===== config.mk =====
export PLATFORM = sky130hd
export DESIGN_NAME = pipelined_addsub
export DESIGN_NICKNAME = d
export VERILOG_FILES = /design/src/rtl/pipelined_addsub.sv
export SDC_FILE = /design/constraint.sdc
export NUM_CORES = 1
export LEC_CHECK = 0
export CORE_ASPECT_RATIO = 0.8
export CORE_UTILIZATION = 50
export CTS_CLUSTER_DIAMETER = 30
export DETAILED_ROUTE_END_ITERATION = 10
export HOLD_SLACK_MARGIN = 0.1
export MAX_ROUTING_LAYER = met4
export PLACE_DENSITY = 0.77
export SYNTH_ARGS = -nofsm -noshare
export SYNTH_HDL_FRONTEND = slang
export SYNTH_SLANG_ARGS = --single-unit

===== constraint.sdc =====
create_clock -name clk -period 2.4 [get_ports clk]
set_input_delay 0.24 -clock clk [delete_from_list [all_inputs] [get_ports clk]]
set_output_delay 0.24 -clock clk [all_outputs]
set_load 0.03 [all_outputs]

===== src/rtl/pipelined_addsub.sv =====
// Pipelined WIDTH-bit adder/subtractor: one WIDTH/STAGES-bit ripple slice per stage,
// valid/ready handshake with whole-pipeline stall, registered result and flags.
module pipelined_addsub #(
    parameter int WIDTH  = 16,
    parameter int STAGES = 4
) (
    input  logic             clk,
    input  logic             rst_n,
    input  logic             in_valid,
    output logic             in_ready,
    input  logic [WIDTH-1:0] operand_a,
    input  logic [WIDTH-1:0] operand_b,
    input  logic             sub,
    output logic             out_valid,
    input  logic             out_ready,
    output logic [WIDTH-1:0] result,
    output logic             carry_out,
    output logic             overflow,
    output logic             zero
);

    localparam int SW = WIDTH / STAGES;
    localparam int L  = STAGES - 1;

    logic              adv;
    logic [WIDTH-1:0]  a_in      [STAGES];
    logic [WIDTH-1:0]  b_in      [STAGES];
    logic [WIDTH-1:0]  a_nx      [STAGES];
    logic [SW:0]       slice_sum [STAGES];
    logic [STAGES-1:0] c_in;
    logic [STAGES-1:0] v_in;
    logic [STAGES-1:0] c_nx;

    // a_q holds finished result slices below the stage boundary and raw A above it
    logic [WIDTH-1:0]  a_q [STAGES];
    logic [WIDTH-1:0]  b_q [STAGES];
    logic [STAGES-1:0] vld_q;
    logic [STAGES-1:0] cy_q;
    logic              ovf_q;
    logic              zero_q;

    logic              msb_cin;
    logic              ovf_nx;
    logic              zero_nx;

    assign adv      = !(out_valid && !out_ready);
    assign in_ready = adv;

    always_comb begin
        c_in = '0;
        v_in = '0;
        c_nx = '0;
        a_in[0] = operand_a;
        b_in[0] = sub ? ~operand_b : operand_b;
        c_in[0] = sub;
        v_in[0] = in_valid;
        for (int k = 1; k < STAGES; k++) begin
            a_in[k] = a_q[k-1];
            b_in[k] = b_q[k-1];
            c_in[k] = cy_q[k-1];
            v_in[k] = vld_q[k-1];
        end
        for (int k = 0; k < STAGES; k++) begin
            slice_sum[k] = {1'b0, a_in[k][k*SW +: SW]} + {1'b0, b_in[k][k*SW +: SW]}
                         + {{SW{1'b0}}, c_in[k]};
            a_nx[k] = a_in[k];
            a_nx[k][k*SW +: SW] = slice_sum[k][SW-1:0];
            c_nx[k] = slice_sum[k][SW];
        end
    end

    // Carry into the MSB recovered from the MSB sum bit and its two operand bits
    assign msb_cin = a_in[L][WIDTH-1] ^ b_in[L][WIDTH-1] ^ a_nx[L][WIDTH-1];
    assign ovf_nx  = msb_cin ^ c_nx[L];
    assign zero_nx = (a_nx[L] == '0);

    always_ff @(posedge clk or negedge rst_n) begin
        if (!rst_n) begin
            vld_q  <= '0;
            cy_q   <= '0;
            ovf_q  <= 1'b0;
            zero_q <= 1'b0;
            for (int k = 0; k < STAGES; k++) begin
                a_q[k] <= '0;
                b_q[k] <= '0;
            end
        end else if (adv) begin
            vld_q <= v_in;
            for (int k = 0; k < STAGES; k++) begin
                if (v_in[k]) begin
                    a_q[k]  <= a_nx[k];
                    b_q[k]  <= b_in[k];
                    cy_q[k] <= c_nx[k];
                end
            end
            if (v_in[L]) begin
                ovf_q  <= ovf_nx;
                zero_q <= zero_nx;
            end
        end
    end

    assign out_valid = vld_q[L];
    assign result    = a_q[L];
    assign carry_out = cy_q[L];
    assign overflow  = ovf_q;
    assign zero      = zero_q;

endmodule


* Yosys cells after proc, flatten, opt, wreduce, memory -nomap -nowiden *
Index checks and enable logic that the tools add are counted.
W data, S select, Z words.

storage, ports and cells
  word-level logic and storage cells = 36
  register bits = 122

cells by class
  muxes and demuxes = 1
  bitwise logic cells = 5
  reduce and logical (&&, ||, !) cells = 8
  add/subtract/negate cells = 8

operator list
  kind                 count
  $add A4 B4 Y5        4
  $add A5 B1 Y5        4
  $logic_not A16 Y1    1
  $mux W16             1
  $not A16 Y16         1
  $reduce_and A2 Y1    4
  $xor A1 B1 Y1        3
  $logic_not A1 Y1     2
  $logic_and A1 B1 Y1  1
  $not A1 Y1           1

* Logic depth before layout (Yosys ltp) *
Gate-level depths: netlist of the first run.

  depth after elaboration = 4
  depth in mapped cells = 8
  gate-level depth less buffers = 8

* Worst setup path before layout of the first run *
No wires, ideal clock.

  kind = input -> register
  from = input sub
  to = register a_q, in the netlist a_in[35]
  required time = 2.275 ns
  path buffers = 2
  library setup time = 0.125 ns
  slack = 0.551 ns
  cell stages on the path = 8
  data arrival time = 1.724 ns
  cells stage by stage = buf_6 buf_2 xor2_1 ha_1 a21o_1 a31oi_4 xnor2_1 mux2_2

on the way
  cells in the longest elaborated chain, start to end = 3

RTL lines
  item                           RTL line  text
  start, declared                13        input logic sub,
  $mux W16                       54        b_in[0] = sub ? ~operand_b : operand_b;
  $add A4 B4 Y5                  64        slice_sum[k] = {1'b0, a_in[k][k*SW +: SW]} + {1'b0, b_in[k][k*SW +: SW]}
  $add A5 B1 Y5 (*)              65        + {{SW{1'b0}}, c_in[k]};
  end signal, assigned by index  91        a_q[k] <= a_nx[k];
  end, declared                  35        logic [WIDTH-1:0] a_q [STAGES];

Every way passes the cells marked *; elsewhere a longest branch is shown, timed or not.
A chain may end at the register's enable or synchronous reset.

==> run metrics, run 1 <==
GR Util All Layers about 18%; Fillers about 650; Nets about 450; Cells after Synth 329; Clock Skew 0.00868 ns; clk sinks 98; final hold violations 0; top_reg_cell synth dfrtp_1; Mapped Area 4310 sq um; R2R Path Start a_in[12]$_DFFE_PN0P_; critical path data arrival time 2.30 ns; post-route clock period utilization 84.9%; row count 29; Crit path buffers/inverters 2; Synth Area in Adders 6.73%; Hold Path Class primary input to asynchronous set/reset pin; final WL slightly below 7000 um; drt wl/cell 13.8 um; DP Area 5000 sq um; DRC 0; Peak VDD IR about 0.66 mV; Crit. Startpoint a_in[12]$_DFFE_PN0P_; mux cell area share after synthesis 17.3%; Buffers on Ports 57; TritonCTS clock tree built; Area contributors post-synth dfrtp_1 57%, mux2_2 17%, ha_1 3.5%; largest family of logic cells by synthesized area multiplexers; Max FO, Critical Path 2; CTS buffer count 9; Worst-Margin Slew 0.555 ns; first-pass GRT wire length approximately 12000 um; HPWL Detailed 5060 um; most frequent cells in the layout 98 x dfrtp_1, 65 x mux2_2, 56 x clkdlybuf4s50_1; unrepaired setup endpoints after global routing false; largest net degree at the start of global routing 59; Slew HR 62.9%; #FFs+latches synth between 90 and 100; initial antenna violation count 0; Synth async-reset ratio 100%; Syn Nets 385; Die Ht 85.1 um; Die Wd 106 um; sequential-to-total area share from yosys stat ~57%; Period minus WS final around 2.0 ns; Ant. Diodes 0; Vias 2526; CORE AREA roughly 8000 sq um; Startpoint Class flop; largest stage delay on the critical path ~0.45 ns; DRT antenna net count 0; pwr dens 1310 nW/um^2; Area Growth Syn to Fin 21.5%; Synth Area per Inst about 13 sq um; postcts setup bufs 0; count of different cell masters after synthesis 31; DR iter-0 viols 48; drt pass-1 iters 4; vias in the first global route approximately 2600; Synth area leader dfrtp_1; layout cells sized above 1 22.9%; Worst-Skew Late Latency ~0.35 ns; Yosys warnings 0; RePlAce Congestion 0.808; post-synthesis compound-gate area fraction 6.30%; Crit path max-delay family adder cells; post-CTS sizing 0; Ports 58; fin area around 5200 sq um; Via density approximately 5; Bufs on Longest Clock Path 2; WS Path Type flop to flop; final setup vio count 0; crit-path cells inv_1, fa_1, inv_1, fa_1, nor4_1, nand4_1, o31ai_1; run status completed; initial core utilization 53.0%; grt total ovfl 0; Worst EP required 2.66 ns; Core Util, Final 64.4%; simple-gate portion of the synthesized area 4.73%; critical path capture point type flop; die footprint 9000 sq um; Post-synth EDFFs 0; Max Fclk 0.491 GHz; max-slew violations 0; post-synthesis xor/xnor area fraction 4.88%; clk root buf clkbuf_8; Max-Cap Viols 0; CTS clock-pin slew for the worst setup and hold paths ~0.09 ns; setup_tns 0 ns; slowest cell on the critical path fa_1; H-tree levels 3; Pleak 2.33 nW; most common cell after layout, fill and taps aside dfrtp_1; share of the synthesized area in the top cell type between 50% and 60%
==> logic make-up after synthesis <==
family | count (synthesis)
adder cells (fa/ha/maj) | 19
multiplexers | 66
buffers and inverters | 31
flip-flops | 98
AND/OR/NAND/NOR | 45
XOR/XNOR | 24
AO/OA/AOI/OAI | 46
==> sequential cells by signal, indices dropped and copies added (netlist names) <==
| name | flops |
|---|---|
| a_in | 48 |
| vld_q | 4 |
| result | 16 |
| zero | 1 |
| overflow | 1 |
| cy_q | 4 |
| b_in | 24 |
==> power by group <==
group / total [W] / internal (W) / switching, W
combinational: 0.00281 / 0.00144 / 0.00137
sequential: 0.00283 / 0.00238 / 0.000443
clock: 0.00121 / 0.000683 / 0.000526
==> area by class of cell <==
cell class	instances	area, sq um	area share, %
Inverter	17	63.8	1.22
Sequential cell	98	2450	46.8
Tap cell	108	135	2.58
Clock buffer	9	124	2.37
Multi-Input combinational cell	200	1720	32.9
Timing Repair Buffer	64	636	12.1
Clock inverter	5	104	1.98
==> stage by stage <==
stage | hold WS [ns] | worst slack [ns] | total power (W) | cells
6_report | 0.400 | 0.363 | 0.00685 | 501
5_1_grt | 0.450 | 0.245 | 0.00734 | 501
4_1_cts | 0.412 | 0.354 | 0.00693 | 501
3_5_place_dp | 0.254 | 0.248 | 0.00569 | 486
3_3_place_gp | 0.248 | 0.291 | 0.00556 | 486
2_1_floorplan | -0.0556 | 0.551 | 0.00478 | 329
==> metal layers <==
| metal | routed length, um | part of all wire, % | vias to the layer above | global-route usage (%) |
|---|---|---|---|---|
| li1 | - | - | 1231 | - |
| met1 | 3440 | 50 | 1230 | 24.5 |
| met2 | 3100 | 45 | 58 | 26.8 |
| met3 | 263 | 3.8 | 7 | 4.38 |
| met4 | 87 | 1.3 | 0 | 6.44 |
| met5 | 0 | 0 | - | - |
==> path summary, 6_finish.rpt <==
kind | slack (ns) | cells after the start | end
worst max-delay path | 0.36 | 7 | zero$_DFFE_PN0P_
worst max register to register | 0.36 | 7 | zero$_DFFE_PN0P_
max in group asynchronous | 1.34 | 3 | b_in[38]$_DFFE_PN0P_
worst min-delay path | 0.40 | 2 | result[11]$_DFFE_PN0P_
worst min register to register | 0.49 | 2 | a_in[22]$_DFFE_PN0P_
min in group clk | 0.49 | 2 | a_in[22]$_DFFE_PN0P_
==> cell usage after synthesis, drive strengths merged (3+ instances only) <==
library cell,n
a21o,4
a21oi,7
buf,11
clkbuf,3
dfrtp,98
fa,7
ha,12
inv,17
mux2,66
nand2,31
nor2,4
o21ai,28
xnor2,14
xor2,10
==> repair_timing <==
| item | CTS | global route |
|---|---|---|
| endpoints found under the hold margin | 40 | 0 |
| hold buffers | 1 | 0 |
| setup endpoints to repair | 0 | 0 |
(Power assumes the default switching activity.)
==> run 2: changes to the inputs <==
--- a/config.mk
+++ b/config.mk
@@ -6,12 +6,12 @@
 export NUM_CORES = 1
 export LEC_CHECK = 0
 export CORE_ASPECT_RATIO = 0.8
-export CORE_UTILIZATION = 50
+export CORE_UTILIZATION = 49
 export CTS_CLUSTER_DIAMETER = 30
 export DETAILED_ROUTE_END_ITERATION = 10
 export HOLD_SLACK_MARGIN = 0.1
 export MAX_ROUTING_LAYER = met4
-export PLACE_DENSITY = 0.77
+export PLACE_DENSITY = 0.78
 export SYNTH_ARGS = -nofsm -noshare
 export SYNTH_HDL_FRONTEND = slang
 export SYNTH_SLANG_ARGS = --single-unit
==> constraint.sdc (replaced) <==
create_clock -name clk -period 1.85 [get_ports clk]
set_input_delay 0.185 -clock clk [delete_from_list [all_inputs] [get_ports clk]]
set_output_delay 0.185 -clock clk [all_outputs]
set_load 0.03 [all_outputs]
==> run 2 against run 1 <==
The run now ends with setup timing left. Non-clock buffer count grew 8. Clock power increased by 25%. Power increased by 34%. Flip-flop and latch count is the same. Worst setup slack got worse by 0.38 ns. Sequential power grew 31%. Largest power group is now combinational logic. Sequential share of layout area down 1.2 points. Cell count up 2.8%. Highest routed layer unchanged. Critical path type unchanged. Critical path depth is the same. Utilization down 1.3 points.
==> run metrics, run 2 (synthesis results as in run 1) <==
Via density 5.03 (-0.29%); violated checks setup timing; Bufs on Longest Clock Path 2 (unchanged); GR Util All Layers 18.3% (+0.23 points); initial antenna violation count 0 (unchanged); setup_tns -0.0213 ns (-0.0213 ns); Storage cell area 2450 sq um (unchanged); max FFs per register 48 (unchanged); Max Fclk 0.534 GHz (+8.8%); most common cell after layout, fill and taps aside dfrtp_1; final setup vio count 1 (+1); most frequent cells in the layout 98 x dfrtp_1, 65 x mux2_2, 55 x clkdlybuf4s50_1; die footprint 9180 sq um (+2.0%); Die Wd 107 um (+1.0%); Pleak 2.39 nW (+2.3%); WP depth 7 (unchanged); CORE AREA 8520 sq um (+4.8%); R2R setup slack -0.02 ns (-0.38 ns); layout cells sized above 1 26.8% (+3.9 points); Die Ht 85.9 um (+0.99%); Worst-Margin Slew 0.373 ns (-0.182 ns); Buffers on Ports 57 (unchanged); crit-path cells inv_2, fa_2, inv_2, fa_2, nor4_4, nand4_1, o31ai_1; Pwr Total 0.00916 W (+34%); TritonCTS clock tree built; clk sinks 98 (unchanged); Peak VDD IR 1.02 mV (+55%); vias in the first global route 2558 (-1.8%); GR met2 Demand/Resource 27.9% (+1.1 points); Final WS setup -0.0213 ns (-0.385 ns); Crit path max-delay family adder cells; CP endpoint zero$_DFFE_PN0P_; Area Growth Syn to Fin 24.7%; Fillers 660 (+1.4%); Slew HR 74.9% (+12 points); DR iter-0 viols 71 (+48%); reg2reg end zero$_DFFE_PN0P_; Nets 454 (+1.8%); HPWL Detailed 5300 um (+4.7%); slowest cell on the critical path fa_2; unrepaired setup endpoints after global routing true; Hold Path Class primary input to asynchronous set/reset pin; final hold violations 0 (unchanged); Crit path buffers/inverters 2 (unchanged); Vias 2589 (+2.5%); drt wl/cell 14.0 um (+1.5%); clk root buf clkbuf_8; cells on worst reg2reg path 7 (unchanged); Worst EP required 2.13 ns (-0.53 ns); DRT antenna net count 0 (unchanged); Worst-Skew Late Latency 0.36 ns (about the same); final hold slack 0.228 ns (-0.171 ns); multi-input logic area 1750 sq um (+1.5%); H-tree levels 3 (unchanged); first-pass GRT wire length 12400 um (+1.8%); routing usage on met1 24.1% (-0.45 points); Startpoint Class flop; initial core utilization 50.6% (-2.4 points); final WL 7190 um (+4.3%); Most Crowded Layer GR met2; RePlAce Congestion 0.794 (-1.8%); Max-Cap Viols 0 (unchanged); CTS clock-pin slew for the worst setup and hold paths 0.09 ns (about the same); grt total ovfl 0 (unchanged); Period minus WS final 1.87 ns (-0.165 ns); drt pass-1 iters 4 (unchanged); pre-CTS WS -0.215 ns (-0.462 ns); GRT met3 Usage 4.56% (+0.18 points); Clock Skew 0.00962 ns (+0.000940 ns); Crit. Startpoint a_in[12]$_DFFE_PN0P_; Max FO, Critical Path 2 (unchanged); critical path capture point type flop; critical path data arrival time 2.15 ns (-0.15 ns); max-slew violations 0 (unchanged); Ports 58 (unchanged); row count 30 (+3.4%); Ant. Diodes 0 (unchanged); R2R Path Start a_in[12]$_DFFE_PN0P_; run status finished with violations; CTS buffer count 9 (unchanged); largest net degree at the start of global routing 54 (-8.5%); largest stage delay on the critical path 0.45 ns (about the same); DRC 0 (unchanged); pwr dens 1700 nW/um^2 (+30%); Core Util, Final 63.1% (-1.3 points); WS Path Type flop to flop; post-route clock period utilization 101% (+16 points)
## run 2: cell count changes in the layout (fill, tap and decap cells not counted), moves of 2 or more
| cell | before | now |
|---|---|---|
| buf_4 | 6 | 11 |
| inv_2 | 0 | 2 |
| inv_1 | 17 | 15 |
| clkinv_4 | 0 | 2 |
| fa_2 | 0 | 3 |
| fa_1 | 7 | 4 |
| buf_12 | 1 | 5 |
## run 2: through the flow
| step | cell area (sq um) | std cells |
|---|---|---|
| CTS | 5360 | 514 |
| finish | 5380 | 515 |
| global route | 5380 | 515 |
| detailed placement | 5100 | 497 |
| floorplan | 4310 | 329 |
| global placement | 5100 | 497 |
## run 2: area by class of cell
cell class | count | share of cell area [%]
clock buffers | 10 | 2.56
clock inverters | 6 | 1.68
inverters | 17 | 1.19
multi-input cells | 200 | 32.5
flip-flops and latches | 98 | 45.6
well taps | 112 | 2.61
repair buffers | 72 | 13.8
## run 2: worst min path at each step
stage	from	to	slack, ns	cells past startpoint
after floorplan	rst_n	a_in[0]$_DFFE_PN0P_	-0.11	0
final	rst_n	result[12]$_DFFE_PN0P_	0.23	2
after global placement	rst_n	result[12]$_DFFE_PN0P_	0.08	1
after detailed placement	rst_n	result[12]$_DFFE_PN0P_	0.08	1
after CTS	rst_n	result[12]$_DFFE_PN0P_	0.23	2
after global routing	rst_n	result[12]$_DFFE_PN0P_	0.25	2
## run 2: what timing repair did
item                                   4_1_cts  5_1_grt
endpoints found under the hold margin       98        0
setup endpoints to repair                    2        3
pin swaps                                    2        2
buffers inserted                             0        1
cloned                                       0        0
resized for setup                            5        4
hold buffers                                 1        0
## run 2: where the power goes
part,total [W],internal (W),switching [W]
sequential,0.00370,0.00309,0.000610
clock,0.00151,0.000800,0.000711
combinational,0.00394,0.00205,0.00189
## run 2: per-layer routing
layer  vias up  wire, um
met5         -         0
met3         8       303
met2        57      3340
met4         0        78
met1      1265      3470
li1       1259         -
==> run 3: changes to the inputs <==
--- a/config.mk
+++ b/config.mk
@@ -9,9 +9,11 @@
 export CORE_UTILIZATION = 49
 export CTS_CLUSTER_DIAMETER = 30
 export DETAILED_ROUTE_END_ITERATION = 10
+export GPL_TIMING_DRIVEN = 0
 export HOLD_SLACK_MARGIN = 0.1
 export MAX_ROUTING_LAYER = met4
-export PLACE_DENSITY = 0.78
+export PLACE_DENSITY = 0.75
+export SKIP_LAST_GASP = 1
 export SYNTH_ARGS = -nofsm -noshare
 export SYNTH_HDL_FRONTEND = slang
 export SYNTH_SLANG_ARGS = --single-unit
==> run 3 against run 2 <==
The run still ends with setup timing left. Count of clock-buffer cells in the layout did not move. Routed wire length grew 5.0%. Global-route usage is 0.72 points higher. Critical path type unchanged. Register-to-register slack got worse by 0.12 ns. Largest power group unchanged.
==> run metrics, run 3 (synthesis results as in run 1) <==
run status finished with violations; violated checks setup timing; Die Ht 85.9 um (unchanged); clk root buf clkbuf_8; Die Wd 107 um (unchanged); largest net degree at the start of global routing 53 (-1.9%); Vias 2605 (+0.62%); Period minus WS final 1.99 ns (+0.116 ns); Slew HR 60.1% (-15 points); CTS clock-pin slew for the worst setup and hold paths 0.09 ns (about the same); DR iter-0 viols 58 (-18%); DRC 0 (unchanged); Crit path max-delay family adder cells; die footprint 9180 sq um (unchanged); row count 30 (unchanged); final WL 7560 um (+5.0%); CORE AREA 8520 sq um (unchanged); Startpoint Class flop; final setup vio count 2 (+1); final hold violations 0 (unchanged); CTS buffer count 9 (unchanged); largest stage delay on the critical path 0.43 ns (-0.02 ns); HPWL Detailed 5670 um (+7.1%); initial antenna violation count 0 (unchanged); Max Fclk 0.503 GHz (-5.8%); max FFs per register 48 (unchanged); vias in the first global route 2653 (+3.7%); Clock Skew 0.0106 ns (+0.000930 ns); crit-path cells inv_1, fa_2, inv_2, fa_1, nor4_4, nand4_1, o31ai_1; RePlAce Congestion 0.776 (-2.3%); Hold Path Class primary input to flop; grt total ovfl 0 (unchanged); layout cells sized above 1 25.5% (-1.3 points); drt wl/cell 14.6 um (+4.8%); DRT antenna net count 0 (unchanged); slowest cell on the critical path fa_1; most common cell after layout, fill and taps aside dfrtp_1; pre-CTS WS -0.287 ns (-0.0721 ns); fin area 5320 sq um (-1.1%); most frequent cells in the layout 98 x dfrtp_1, 65 x mux2_2, 54 x clkdlybuf4s50_1; Final WS setup -0.137 ns (-0.116 ns); Bufs on Longest Clock Path 2 (unchanged); first-pass GRT wire length 13000 um (+5.0%); Pleak 2.36 nW (-1.1%); GR Util All Layers 19.0% (+0.72 points); critical path capture point type flop; Area Growth Syn to Fin 23.3%; Worst EP required 2.13 ns (about the same); Peak VDD IR 0.859 mV (-16%); max-slew violations 0 (unchanged); DP Area 5040 sq um (-1.3%); post-route clock period utilization 107% (+6.3 points); critical path data arrival time 2.26 ns (+0.11 ns); Ports 58 (unchanged); clk sinks 98 (unchanged); Pwr Total 0.00916 W (about the same); Max-Cap Viols 0 (unchanged); initial core utilization 50.6% (unchanged); Worst-Skew Late Latency 0.36 ns (about the same); Nets 455 (+0.22%); Ant. Diodes 0 (unchanged); pwr dens 1720 nW/um^2 (+1.2%); unrepaired setup endpoints after global routing true; Max FO, Critical Path 2 (unchanged); Via density 5.05 (+0.42%); H-tree levels 3 (unchanged); drt pass-1 iters 4 (unchanged); Buffers on Ports 56 (-1.8%); Crit path buffers/inverters 2 (unchanged); TritonCTS clock tree built; R2R setup slack -0.14 ns (-0.12 ns); Worst-Margin Slew 0.599 ns (+0.226 ns); WS Path Type flop to flop
==> run 3: worst reg2reg max path, stage by stage, from the launching register on <==
cell and delay, ns:
dfrtp_1 0.36, inv_1 0.06, fa_2 0.39, inv_2 0.07
fa_1 0.43, nor4_4 0.24, nand4_1 0.12, o31ai_1 0.24
==> run 3: what timing repair did <==
action                                  CTS  global route
pin swaps                                 1             4
buffers inserted                          0             1
hold buffers                              1             0
resized for setup                         3             5
hold endpoints to repair                 46             0
gates cloned                              0             0
endpoints found under the setup margin    3             3
==> run 3: per-layer routing <==
| layer | vias up | routed length [um] | track usage, % |
|---|---|---|---|
| met3 | 9 | 306 | 3.88 |
| li1 | 1255 | - | - |
| met5 | - | 0 | - |
| met4 | 0 | 94 | 4.86 |
| met2 | 68 | 3640 | 31.0 |
| met1 | 1273 | 3520 | 24.6 |
==> run 3: worst paths after layout <==
path	start	to	cells after the start
max	a_in[12]$_DFFE_PN0P_	zero$_DFFE_PN0P_	7
max reg2reg	a_in[12]$_DFFE_PN0P_	zero$_DFFE_PN0P_	7
max in group asynchronous	rst_n	b_in[40]$_DFFE_PN0P_	3
min in group asynchronous	rst_n	result[11]$_DFFE_PN0P_	2
min reg2reg	zero$_DFFE_PN0P_	zero$_DFFE_PN0P_	2
min	sub	b_in[41]$_DFFE_PN0P_	3
==> run 3: layout make-up <==
class / count / area [sq um]
clock inverters: 6 / 113
plain buffers: 14 / 72.6
fillers: 699 / 3200
multi-input cells: 200 / 1750
well taps: 112 / 140
clock buffers: 10 / 128
inverters: 17 / 63.8
repair buffers: 59 / 602
flip-flops and latches: 98 / 2450
==> run 3: power breakdown <==
group,internal [W],switching [W],leakage (nW)
combinational,0.00196,0.00187,1.06
clock,0.000904,0.000715,0.121
sequential,0.00309,0.000616,1.18
total,0.00596,0.00320,2.36
==> run 3: stage by stage <==
| stage | util, % | hold slack (ns) | setup TNS, ns | std cells |
|---|---|---|---|---|
| 3_3_place_gp | 58.8 | 0.463 | -280.68 | 497 |
| 3_5_place_dp | 59.1 | 0.232 | -1.44 | 498 |
| 2_1_floorplan | - | -0.111 | 0 | 329 |
| 6_report | 62.4 | 0.146 | -0.186 | 516 |
| 5_1_grt | 62.4 | 0.170 | -0.459 | 516 |
| 4_1_cts | 62.2 | 0.142 | -0.179 | 515 |
